## config.mk

```make
export PLATFORM = sky130hd
export DESIGN_NAME = receiver
export DESIGN_NICKNAME = d
export VERILOG_FILES = /design/src/rtl/uart_pkg.sv /design/src/rtl/rx_sync.sv /design/src/rtl/receiver.sv
export SDC_FILE = /design/constraint.sdc
export NUM_CORES = 1
export LEC_CHECK = 0
export BUFFER_PORTS_ARGS = -buffer_cell sky130_fd_sc_hd__buf_2
export CORE_MARGIN = 3
export CORE_UTILIZATION = 45
export DETAILED_ROUTE_END_ITERATION = 12
export PLACE_DENSITY_LB_ADDON = 0.2
export SYNTH_ARGS = -nofsm -noshare
export SYNTH_HDL_FRONTEND = slang
export SYNTH_SLANG_ARGS = --single-unit
```

## constraint.sdc

```tcl
create_clock -name clk -period 2 [get_ports clk]
set_input_delay 0.2 -clock clk [delete_from_list [all_inputs] [get_ports clk]]
set_output_delay 0.2 -clock clk [all_outputs]
set_load 0.005 [all_outputs]
```

## src/rtl/uart_pkg.sv

```systemverilog
`default_nettype none
// ============================================================================
// Module      : uart_pkg
// Description : Shared UART constants and FSM state encoding (TX and RX).
// Revision    : 1.0
// ============================================================================
package uart_pkg;

    localparam int OVERSAMPLE = 16;
    localparam int DATA_BITS  = 8;
    localparam int TICK_W     = 4;
    localparam int BIT_W      = 3;

    localparam logic [TICK_W-1:0] MID_TICK  = TICK_W'(OVERSAMPLE / 2 - 1);
    localparam logic [TICK_W-1:0] LAST_TICK = TICK_W'(OVERSAMPLE - 1);
    localparam logic [BIT_W-1:0]  LAST_BIT  = BIT_W'(DATA_BITS - 1);

    typedef enum logic [1:0] {
        IDLE  = 2'd0,
        START = 2'd1,
        DATA  = 2'd2,
        STOP  = 2'd3
    } uart_state_e;

endpackage
`default_nettype wire

```

## src/rtl/rx_sync.sv

```systemverilog
`default_nettype none
// ============================================================================
// Module      : rx_sync
// Description : 2-flop synchronizer for the rx pad, resets to idle-high.
//               Only exists in builds with UART_RX_SYNC_EN defined.
// Revision    : 1.0
// ============================================================================
`ifdef UART_RX_SYNC_EN
module rx_sync (
    input  logic clk,
    input  logic rstn,
    input  logic din,
    output logic dout
);

    logic [1:0] sync_q;
    logic [1:0] sync_d;

    always_comb begin
        sync_d = {sync_q[0], din};
    end

    always_ff @(posedge clk or negedge rstn) begin
        if (!rstn) begin
            sync_q <= 2'b11;
        end else begin
            sync_q <= sync_d;
        end
    end

    assign dout = sync_q[1];

endmodule
`endif
`default_nettype wire

```

## src/rtl/receiver.sv

```systemverilog
`default_nettype none
// ============================================================================
// Module      : receiver
// Description : UART 8N1 receive path, 16x oversampled via baud_tick.
//               Define UART_RX_SYNC_EN to pass rx through a 2-flop synchronizer.
// Revision    : 1.0
// ============================================================================
module receiver
    import uart_pkg::*;
(
    input  logic       clk,
    input  logic       rstn,
    input  logic       baud_tick,
    input  logic       rx,
    output logic [7:0] rx_data,
    output logic       rx_busy,
    output logic       rx_done,
    output logic       rx_frame_err
);

    logic rx_s;

`ifdef UART_RX_SYNC_EN
    rx_sync u_rx_sync (
        .clk  (clk),
        .rstn (rstn),
        .din  (rx),
        .dout (rx_s)
    );
`else
    assign rx_s = rx;
`endif

    uart_state_e       state_q,    state_d;
    logic [TICK_W-1:0] tick_cnt_q, tick_cnt_d;
    logic [BIT_W-1:0]  bit_cnt_q,  bit_cnt_d;
    logic [7:0]        shift_q,    shift_d;
    logic [7:0]        rx_data_q,  rx_data_d;
    logic              busy_q,     busy_d;
    logic              done_q,     done_d;
    logic              ferr_q,     ferr_d;

    always_comb begin
        state_d    = state_q;
        tick_cnt_d = tick_cnt_q;
        bit_cnt_d  = bit_cnt_q;
        shift_d    = shift_q;
        rx_data_d  = rx_data_q;
        busy_d     = busy_q;
        done_d     = 1'b0;
        ferr_d     = ferr_q;

        if (baud_tick) begin
            case (state_q)
                IDLE: begin
                    if (!rx_s) begin
                        state_d    = START;
                        tick_cnt_d = '0;
                        busy_d     = 1'b1;
                    end
                end
                START: begin
                    if (tick_cnt_q != MID_TICK) begin
                        tick_cnt_d = tick_cnt_q + 1'b1;
                    end else if (!rx_s) begin
                        state_d    = DATA;
                        tick_cnt_d = '0;
                        bit_cnt_d  = '0;
                    end else begin
                        // Start bit did not hold to mid-bit: treat as noise.
                        state_d    = IDLE;
                        busy_d     = 1'b0;
                    end
                end
                DATA: begin
                    if (tick_cnt_q != LAST_TICK) begin
                        tick_cnt_d = tick_cnt_q + 1'b1;
                    end else begin
                        shift_d    = {rx_s, shift_q[7:1]};
                        tick_cnt_d = '0;
                        if (bit_cnt_q == LAST_BIT) begin
                            state_d = STOP;
                        end else begin
                            bit_cnt_d = bit_cnt_q + 1'b1;
                        end
                    end
                end
                STOP: begin
                    if (tick_cnt_q != LAST_TICK) begin
                        tick_cnt_d = tick_cnt_q + 1'b1;
                    end else begin
                        rx_data_d = shift_q;
                        ferr_d    = ~rx_s;
                        done_d    = 1'b1;
                        state_d   = IDLE;
                        busy_d    = 1'b0;
                    end
                end
                default: begin
                    state_d = IDLE;
                    busy_d  = 1'b0;
                end
            endcase
        end
    end

    always_ff @(posedge clk or negedge rstn) begin
        if (!rstn) begin
            state_q    <= IDLE;
            tick_cnt_q <= '0;
            bit_cnt_q  <= '0;
            shift_q    <= '0;
            rx_data_q  <= '0;
            busy_q     <= 1'b0;
            done_q     <= 1'b0;
            ferr_q     <= 1'b0;
        end else begin
            state_q    <= state_d;
            tick_cnt_q <= tick_cnt_d;
            bit_cnt_q  <= bit_cnt_d;
            shift_q    <= shift_d;
            rx_data_q  <= rx_data_d;
            busy_q     <= busy_d;
            done_q     <= done_d;
            ferr_q     <= ferr_d;
        end
    end

    assign rx_data      = rx_data_q;
    assign rx_busy      = busy_q;
    assign rx_done      = done_q;
    assign rx_frame_err = ferr_q;

endmodule
`default_nettype wire
```

==> out/qor.csv <==
stage;metric;value;unit
logic_synthesis;Synth top area share;51.6;%
placement;Placed Instances;144;
global_routing;largest net degree at the start of global routing;29;
timing;RSZ-0062 raised after global routing;false;
global_routing;gr usage total;13.8;%
cts;clk slew on worst S/H paths;140;ps
logic_synthesis;Yosys top cell by area;dfrtp_1;
die;Core Area;2810;um2
logic_synthesis;Synthesized Nets;110;
logic_synthesis;Mean Syn Cell Area;13.2;um2
layout;Final Instance Area;1500;um2
placement;routability congestion estimate;0.850;
die;Die W;61.0;um
logic_synthesis;Seq/Total Area, Yosys;51.6;%
cts;clock sink total;28;
hold_path;worst hold path class;in2reg;
logic_synthesis;Adder-Cell Fraction of Synth Area;2.76;%
global_routing;first-pass GRT wire length;3800;um
timing;Fin Hold WS;168;ps
setup_path;crit start category;flip-flop;
cts;CTS resizes;0;
routing;Vias/cell;5.65;
die;Die H;61.0;um
placement;Post-DP Area;1440;um2
timing;slew of the pin with the lowest slew margin;619;ps
routing;Antenna Nets Post-Route;0;
timing;hold violation count in the final report;0;
setup_path;slowest stage cell on the critical path;dfrtp_1;
global_routing;number of global-route vias before repair;827;
setup_path;Worst path max stage delay;420;ps
cts;H-tree levels;1;
placement;Port Buf Inserts;14;
layout;commonest non-fill, non-tap cells in the layout;28 x dfrtp_1, 19 x mux2_2, 14 x buf_2;
setup_path;crit path max fanout;8;
timing;Max Fclk;586;MHz
logic_synthesis;synth warn;0;
setup_path;crit path cell chain;ha_1 -> nand4_4 -> nor3_4 -> mux2_2;
layout;register area;701;um2
layout;antenna cells;0;
logic_synthesis;mux contribution to synthesized area;15.7;%
timing;Tcrit/Tclk final;85.3;%
cts;CTS Buf Count;3;
logic_synthesis;simple-gate area share of the yosys netlist;13.9;%
timing;Slew Limit Headroom;58.7;%
layout;fillers;261;
layout;Area growth syn-to-layout;10.3;%
layout;final cell count without fillers;149;
timing;min cycle time layout;1710;ps
timing;setup ws final;294;ps
layout;share of cells above drive strength 1;39.8;%
routing;number of DRC markers in iteration 0;30;
die;Ports;15;
cts;Clock Root Buffer;clkbuf_4;
logic_synthesis;distinct cell type count after synthesis;34;
status;status;completed;
placement;Place WS;288;ps
routing;Initial DRT Pass Iterations;4;
logic_synthesis;Synth Area in XOR/XNOR;0;%
layout;multi-input combinational cell area;604;um2
layout;final core occ;53.4;%
global_routing;antenna violations before repair;0;
pwr;Peak VDD IR;0.481;mV
logic_synthesis;Syn Inst Count;103;
cts;CTS tree;built;
pwr;Static Leak;0.723;nW
pwr;Power Density;1030;nW/um2
placement;placed wire-length estimate;1660;um
timing;final setup vio count;0;
setup_path;critical path arrival;1930;ps
logic_synthesis;Synth area leaders;dfrtp_1 52%, mux2_2 16%, ha_1 2.8%;
die;Std-Cell Rows;19;
setup_path;CP Capture Type;flip-flop;
routing;via count;842;
pwr;PnR Total Power;1.55;mW
setup_path;Data required, critical path;2220;ps
logic_synthesis;synthesized flop and latch total;28;
setup_path;path type of the worst setup path;reg2reg;
routing;Routed Wire Length;2260;um
routing;WL per Instance;15.1;um
cts;clk_lat worst skew;320;ps
logic_synthesis;main combinational cell family by area after synthesis;multiplexers;
logic_synthesis;Synth Area in Compound Gates;12.1;%
timing;max-slew violation count;0;
global_routing;global route overflow;0;
routing;# DRC;0;
die;die area;3710;um2
die;initial core utilization;48.4;%
logic_synthesis;Post-Syn Area;1360;um2
cts;Max clock buf depth;2;
layout;most common cell after layout, fill and taps aside;dfrtp_1;
timing;setup TNS;0;ps
timing;final worst clock skew;5.17;ps
flow_run;max cap viols;0;
layout;Final nets;126;
what timing repair did:
action	4_1_cts	5_1_grt
hold endpoints to repair	28	0
buffers inserted	0	0
hold buffers	1	0
path summary, 6_finish.rpt:
path,from,end,slack [ps],cells after the start
max,tick_cnt_q[0]$_DFFE_PN0P_,shift_q[6]$_DFFE_PN0P_,290,4
min,rx,shift_q[7]$_DFFE_PN0P_,170,2
max reg2reg,tick_cnt_q[0]$_DFFE_PN0P_,shift_q[6]$_DFFE_PN0P_,290,4
min reg2reg,rx_data[1]$_DFFE_PN0P_,rx_data[1]$_DFFE_PN0P_,520,1
max in group asynchronous,rstn,shift_q[7]$_DFFE_PN0P_,1200,2
min in group asynchronous,rstn,bit_cnt_q[0]$_DFFE_PN0P_,400,2
power by group:
part	total (mW)	switching [mW]	internal, mW
Clock	0.366	0.163	0.203
Combinational	0.429	0.231	0.198
Sequential	0.753	0.117	0.636
Total	1.55	0.511	1.04
sequential cells by signal, indices dropped and copies added, names as in the netlist, named ones only:
name / cells
bit_cnt_q: 3
rx_busy: 1
rx_data: 8
rx_done: 1
rx_frame_err: 1
shift_q: 8
state_q: 1
tick_cnt_q: 4
layer usage:
metal  wire length, um  vias up  global-route usage [%]  share of wire [%]
met5                 0        -                       0                  0
met4                33        0                    7.12                1.5
met3                48        4                    2.34                2.1
met2              1110       11                    20.8                 49
met1              1070      412                    19.1                 47
li1                  -      415                       -                  -
kinds of logic after synthesis:
family                     after synthesis
DFF                                     28
buffers and inverters                    8
and+or+nand+nor                         23
muxes                                   19
adders and majority gates                3
AOI/OAI and AO/OA                       22
critical path, delay by kind of cell (launching register included):
| kind | cells | cell delay (ps) |
|---|---|---|
| fa+ha+maj | 1 | 230 |
| flops | 1 | 420 |
| mux | 1 | 390 |
| simple gates | 2 | 570 |
area by class of cell:
class	instances	share of cell area, %
multi-input combinational	67	40.3
clock inverter	1	2.00
timing repair buffer	17	6.34
sequential	28	46.7
inverter	2	0.501
clock buffer	3	1.50
tap	31	2.59
cell usage after synthesis (all sizes together):
library cell / instances
a31oi: 3
a22oi: 1
ha: 3
nor3b: 3
o2bb2ai: 1
a21oi: 2
nand3: 2
inv: 2
nor4: 1
buf: 6
and3b: 1
o221ai: 2
nand2b: 2
nor3: 2
nand2: 4
a211o: 1
and2: 1
a22o: 4
nand4: 2
mux2: 19
nor2: 2
and3: 1
dfrtp: 28
nand3b: 2
a32o: 1
o21ai: 7
No activity file was read; power rests on OpenSTA's default activity.
